<file path="config.mk">
export PLATFORM = sky130hd
export DESIGN_NAME = fetch_unit
export DESIGN_NICKNAME = d
export VERILOG_FILES = /design/src/rtl/fetch_unit.sv
export SDC_FILE = /design/constraint.sdc
export NUM_CORES = 1
export LEC_CHECK = 0
export BUFFER_PORTS_ARGS = -buffer_cell sky130_fd_sc_hd__buf_2
export CORE_UTILIZATION = 56
export CTS_CLUSTER_DIAMETER = 80
export DETAILED_ROUTE_END_ITERATION = 12
export HOLD_SLACK_MARGIN = 0.03
export PLACE_DENSITY = 0.8
export SLEW_MARGIN = 20
export SYNTH_ARGS = -nofsm -noshare
export SYNTH_HDL_FRONTEND = slang
export SYNTH_SLANG_ARGS = --single-unit
</file>
<file path="constraint.sdc">
create_clock -name i_clk -period 2.5 [get_ports i_clk]
set_clock_uncertainty 0.05 [all_clocks]
set_input_delay 0.75 -clock i_clk [delete_from_list [all_inputs] [get_ports i_clk]]
set_output_delay 0.75 -clock i_clk [all_outputs]
set_load 0.1 [all_outputs]
</file>
<file path="src/rtl/fetch_unit.sv">
// fetch_unit: instruction-fetch front end.
// Owns the architectural PC, keeps at most one instruction-bus request in
// flight, delivers {valid, pc, raw_instr} to decode, absorbs decode stalls
// with a one-entry skid buffer and drops responses made stale by a redirect.
// Optional feature macro: FETCH_MISALIGN_TRAP_EN (misaligned redirect target
// produces a single trap output and halts fetching until an aligned redirect).
module fetch_unit #(
  parameter logic [63:0] RESET_PC = 64'h8000_0000
) (
  input  logic        i_clk,
  input  logic        i_resetn,
  output logic        o_ireq_valid,
  output logic [63:0] o_ireq_addr,
  input  logic        i_iresp_data_ok,
  input  logic [31:0] i_iresp_data,
  input  logic        i_stall,
  input  logic        i_redirect_valid,
  input  logic [63:0] i_redirect_pc,
  output logic        o_out_valid,
  output logic [63:0] o_out_pc,
  output logic [31:0] o_out_raw_instr
`ifdef FETCH_MISALIGN_TRAP_EN
  ,
  output logic        o_out_exc_misalign
`endif
);

  // FETCH: request on the bus at r_pc.
  // HOLD: output and skid buffer both full, bus idle until decode drains.
  // DISCARD: a stale request is still in flight; its response is dropped.
  // TRAP: misaligned redirect reported, bus idle until an aligned redirect.
  typedef enum logic [1:0] {
    S_FETCH   = 2'd0,
    S_HOLD    = 2'd1,
    S_DISCARD = 2'd2,
    S_TRAP    = 2'd3
  } state_t;

  state_t      r_state, w_nextState;
  logic [63:0] r_pc, w_nextPc;
  logic [63:0] r_discAddr, w_nextDiscAddr;
  logic        r_outValid, w_nextOutValid;
  logic [63:0] r_outPc, w_nextOutPc;
  logic [31:0] r_outInstr, w_nextOutInstr;
  logic        r_bufValid, w_nextBufValid;
  logic [63:0] r_bufPc, w_nextBufPc;
  logic [31:0] r_bufInstr, w_nextBufInstr;

`ifdef FETCH_MISALIGN_TRAP_EN
  localparam logic [31:0] NOP_INSTR = 32'h0000_0013;

  logic r_outExc, w_nextOutExc;
  logic r_trapPend, w_nextTrapPend;
  logic w_redirMisaligned;

  assign w_redirMisaligned = (i_redirect_pc[1:0] != 2'b00);
  assign o_out_exc_misalign = r_outExc;
`endif

  assign o_out_valid     = r_outValid;
  assign o_out_pc        = r_outPc;
  assign o_out_raw_instr = r_outInstr;

  // Bus request comes only from registered state; reset masks it so no request is seen while resetn is low.
  always_comb begin
    o_ireq_valid = i_resetn && ((r_state == S_FETCH) || (r_state == S_DISCARD));
    o_ireq_addr  = (r_state == S_DISCARD) ? r_discAddr : r_pc;
  end

  // Next-state and datapath: redirect overrides stall and every normal transition.
  always_comb begin
    w_nextState    = r_state;
    w_nextPc       = r_pc;
    w_nextDiscAddr = r_discAddr;
    w_nextOutValid = r_outValid;
    w_nextOutPc    = r_outPc;
    w_nextOutInstr = r_outInstr;
    w_nextBufValid = r_bufValid;
    w_nextBufPc    = r_bufPc;
    w_nextBufInstr = r_bufInstr;
`ifdef FETCH_MISALIGN_TRAP_EN
    w_nextOutExc   = r_outExc;
    w_nextTrapPend = r_trapPend;
`endif

    if (i_redirect_valid) begin
      w_nextOutValid = 1'b0;
      w_nextBufValid = 1'b0;
`ifdef FETCH_MISALIGN_TRAP_EN
      w_nextPc       = i_redirect_pc;
      w_nextTrapPend = w_redirMisaligned;
`else
      w_nextPc       = i_redirect_pc & ~64'd3;
`endif
      case (r_state)
        // An unanswered request must stay on the bus, so remember its address and drop its answer later.
        S_FETCH: begin
          if (!i_iresp_data_ok) begin
            w_nextState    = S_DISCARD;
            w_nextDiscAddr = r_pc;
          end
        end
        // The stale answer arriving now completes the old request; only the PC changes otherwise.
        S_DISCARD: begin
          if (i_iresp_data_ok) begin
            w_nextState = S_FETCH;
          end
        end
        default: begin
          w_nextState = S_FETCH;
        end
      endcase
`ifdef FETCH_MISALIGN_TRAP_EN
      if (w_redirMisaligned) begin
        w_nextOutValid = 1'b1;
        w_nextOutPc    = i_redirect_pc;
        w_nextOutInstr = NOP_INSTR;
        w_nextOutExc   = 1'b1;
        if (w_nextState == S_FETCH) begin
          w_nextState = S_TRAP;
        end
      end
`endif
    end else begin
      case (r_state)
        S_FETCH: begin
          if (i_iresp_data_ok) begin
            w_nextPc = r_pc + 64'd4;
            if (i_stall && r_outValid) begin
              w_nextBufValid = 1'b1;
              w_nextBufPc    = r_pc;
              w_nextBufInstr = i_iresp_data;
              w_nextState    = S_HOLD;
            end else begin
              w_nextOutValid = 1'b1;
              w_nextOutPc    = r_pc;
              w_nextOutInstr = i_iresp_data;
`ifdef FETCH_MISALIGN_TRAP_EN
              w_nextOutExc   = 1'b0;
`endif
            end
          end else if (!i_stall) begin
            w_nextOutValid = 1'b0;
          end
        end
        S_HOLD: begin
          if (!i_stall) begin
            w_nextOutValid = 1'b1;
            w_nextOutPc    = r_bufPc;
            w_nextOutInstr = r_bufInstr;
            w_nextBufValid = 1'b0;
            w_nextState    = S_FETCH;
`ifdef FETCH_MISALIGN_TRAP_EN
            w_nextOutExc   = 1'b0;
`endif
          end
        end
        S_DISCARD: begin
          if (i_iresp_data_ok) begin
`ifdef FETCH_MISALIGN_TRAP_EN
            w_nextState = r_trapPend ? S_TRAP : S_FETCH;
`else
            w_nextState = S_FETCH;
`endif
          end
          if (!i_stall) begin
            w_nextOutValid = 1'b0;
          end
        end
        default: begin
          if (!i_stall) begin
            w_nextOutValid = 1'b0;
          end
        end
      endcase
    end
  end

  // State register with synchronous active-low reset.
  always_ff @(posedge i_clk) begin
    if (!i_resetn) begin
      r_state    <= S_FETCH;
      r_pc       <= RESET_PC;
      r_discAddr <= 64'd0;
      r_outValid <= 1'b0;
      r_outPc    <= 64'd0;
      r_outInstr <= 32'd0;
      r_bufValid <= 1'b0;
      r_bufPc    <= 64'd0;
      r_bufInstr <= 32'd0;
`ifdef FETCH_MISALIGN_TRAP_EN
      r_outExc   <= 1'b0;
      r_trapPend <= 1'b0;
`endif
    end else begin
      r_state    <= w_nextState;
      r_pc       <= w_nextPc;
      r_discAddr <= w_nextDiscAddr;
      r_outValid <= w_nextOutValid;
      r_outPc    <= w_nextOutPc;
      r_outInstr <= w_nextOutInstr;
      r_bufValid <= w_nextBufValid;
      r_bufPc    <= w_nextBufPc;
      r_bufInstr <= w_nextBufInstr;
`ifdef FETCH_MISALIGN_TRAP_EN
      r_outExc   <= w_nextOutExc;
      r_trapPend <= w_nextTrapPend;
`endif
    end
  end

endmodule
</file>
==> metrics.txt <==
vias in the first global route 12,884; Initial Utilization a little under three fifths; Die Area approximately 0.026 sq mm; crit path launch type flop; die height approximately 160 um; Power per Cell Area 742 mW/mm^2; status finished, violations left; arrival time at the worst endpoint slightly below 2000 ps; DR WL met3 3.55 mm; antenna violations before repair 5; count of final max-slew check failures 0; sequential element share of the synthesized area 43.9%; crit path capture type primary output; DR WL/cell 19.3 um; Vias ~14,000; largest net degree at the start of global routing around 150; post-synthesis adder-cell area fraction less than 1%; # DRC 0; Async S/R FF share, synth 0%; first-pass GRT wire length a little under 70 mm; Skew-Pair Late Insertion Delay roughly 520 ps; TritonCTS clock tree built; io pins ~260; most common cell in the synthesized netlist nand2_1; Least-Margin Pin Slew about 1000 ps; Post-Synthesis Cell Area between 0.01 and 0.015 sq mm; pre-CTS WS ~36 ps; Yosys top cell by area dfxtp_1; Clock Tree Buf Depth 3; CTS Hold Bufs 0; Placed Instances roughly 2,200; gpl congestion roughly 0.9; nets 2,041; Max Cap Violations 0; Routed Antenna Nets 0; buffers added on ports approximately 260; Die W between 150 and 200 um; Worst Setup Slack, final -259 ps; worst path required time approximately 1700 ps; FF-to-FF path depth 9; Non-Filler Instances ~2,300; highest metal used met5; GRT Util Overall about 33%; total gr overflow 0; synth warn 0; synth top area cells dfxtp_1, nand2_1, mux2i_1, a21oi_1, a211oi_1; mean post-synth cell area roughly 8.3 sq um; setup violators final 63; Area Overhead vs Synth 31.7%; number of library cell types mapped by synthesis 62; Rows 58; Final Hold Vio Count 0; Critical Path Source r_state[0]; Synth Instances ~1,700; Core Area between 0.02 and 0.03 sq mm; Reg clk slew, reported paths 60 ps; register bit count reported by yosys 315; final WL approximately 44 mm; hpwl dp 27.2 mm; Hold Path Cell Cnt 2; Crit Path Max Fanout 6; DR WL met2 roughly 21 mm; EDFF count, synth 0; initial drt markers between 1,500 and 2,000; hold wc startpoint r_bufPc[38]; Main synth FF type dfxtp_1; violated checks negative setup slack; Compound-Gate Fraction of Synth Area between 10% and 20%; Hold WC Path Type reg -> reg; Vias/cell about 6; Num Clock Sinks 315; 1st-pass router iterations 7; largest family of logic cells by synthesized area simple AND/OR/NAND/NOR gates; wl on met1 17.5 mm; Worst slew margin about a third; H-tree levels 2; Max Freq 362 MHz; clk root buf clkbuf_16; leakage 7.17 nW; VDD IR max between 600 and 700 uV; post-synthesis simple-gate area fraction 20.9%; Pwr Total 14.0 mW; post-synthesis mux area share between 10% and 20%; Crit Path Category reg -> out; post-synthesis xor/xnor area fraction 1.95%; unrepaired setup endpoints after global routing yes; area share of the largest cell type after synthesis around 44%; ratio of cells with drive above 1 in the final layout around 26%; most frequent cells after synthesis nand2_1, dfxtp_1, a21oi_1; fin crit share 110%; Post-Route Setup TNS -12,210 ps; fillers about 1,600; Period minus WS final about 2800 ps; Util after Layout 75.1%; Critical R2R Launch r_state[0]; CTS Buf Count 34
per-stage QoR:
step / instance area (sq um) / hold WS, ps
finish: 18900 / 401
global route: 18900 / 418
CTS: 18800 / 404
detailed placement: 17100 / 393
global placement: 17100 / 388
floorplan: 14400 / 383
report_power, final:
group	internal, mW	switching, mW	leakage, nW
sequential	5.24	0.174	2.57
clock	3.34	2.03	0.590
combinational	0.955	2.30	4.01
total	9.53	4.50	7.17
final timing paths:
path / end / slack (ps)
max reg2reg: r_pc[52] / 130
min reg2reg: r_bufPc[38] / 400
max: o_ireq_addr[8] / -260
min: r_bufPc[38] / 400
worst max-delay path, stage by stage, from the launching register on:
cell     delay, ps
dfxtp_4        350
inv_4           60
ha_4           210
buf_12         160
buf_16         150
mux2_4         320
buf_12         170
cell families after synthesis:
kind of cell    Yosys count
other cells               1
buf+inv                 191
fa+ha+maj                 4
flops                   315
mux                     147
compound gates          385
xor+xnor                 32
simple gates            652
routing by layer:
metal  track usage (%)  vias up
met2              54.5      672
met4              14.9        4
li1                  -     6454
met3              5.34      127
met5                 0        -
met1              42.0     6476
state kept, by name, summed over array words and instances, names as in the netlist:
| register | flops |
|---|---|
| o_out_valid | 1 |
| o_out_raw_instr | 32 |
| o_out_pc | 62 |
| r_state | 2 |
| r_pc | 62 |
| r_discAddr | 62 |
| r_bufInstr | 32 |
| r_bufPc | 62 |
placed cells by master, fill, tap and decap left out, types with 8 or more instances in the layout:
master,netlist,layout
buf_12,0,78
o31ai_1,8,8
inv_1,11,9
nor4_1,12,12
buf_2,29,193
o211ai_1,10,10
buf_4,8,68
nand3_1,27,27
a211oi_1,102,100
mux2i_1,93,93
xor2_1,22,22
dfxtp_1,315,313
and4_1,15,15
clkbuf_8,0,8
a21oi_1,179,179
a31oi_1,9,9
nand2_1,354,346
or4_1,11,11
nor3_1,19,18
and2_1,9,9
nor2_1,120,116
o21ai_0,46,38
nand4_1,31,31
mux2_4,0,54
xnor2_1,10,10
o21ai_4,0,8
clkbuf_16,0,38
and3_1,17,17
o211a_1,9,9
repair_timing:
action | CTS | global route
endpoints found under the hold margin | 0 | 0
cloned | 7 | 1
setup endpoints to repair | 63 | 91
resized for setup | 76 | 14
buffers inserted | 6 | 2
pin swaps | 3 | 2
area by class of cell:
cell class	instances	area (sq um)	share of cell area [%]
tap	330	413	2.18
multi-input combinational	1224	7650	40.5
inverter	12	55.1	0.291
antenna	3	7.51	0.0397
clock inverter	7	135	0.714
timing repair buffer	349	3280	17.3
sequential	315	6310	33.4
clock buffer	52	1060	5.62
Note: power is estimated with default switching activity, not from simulation.
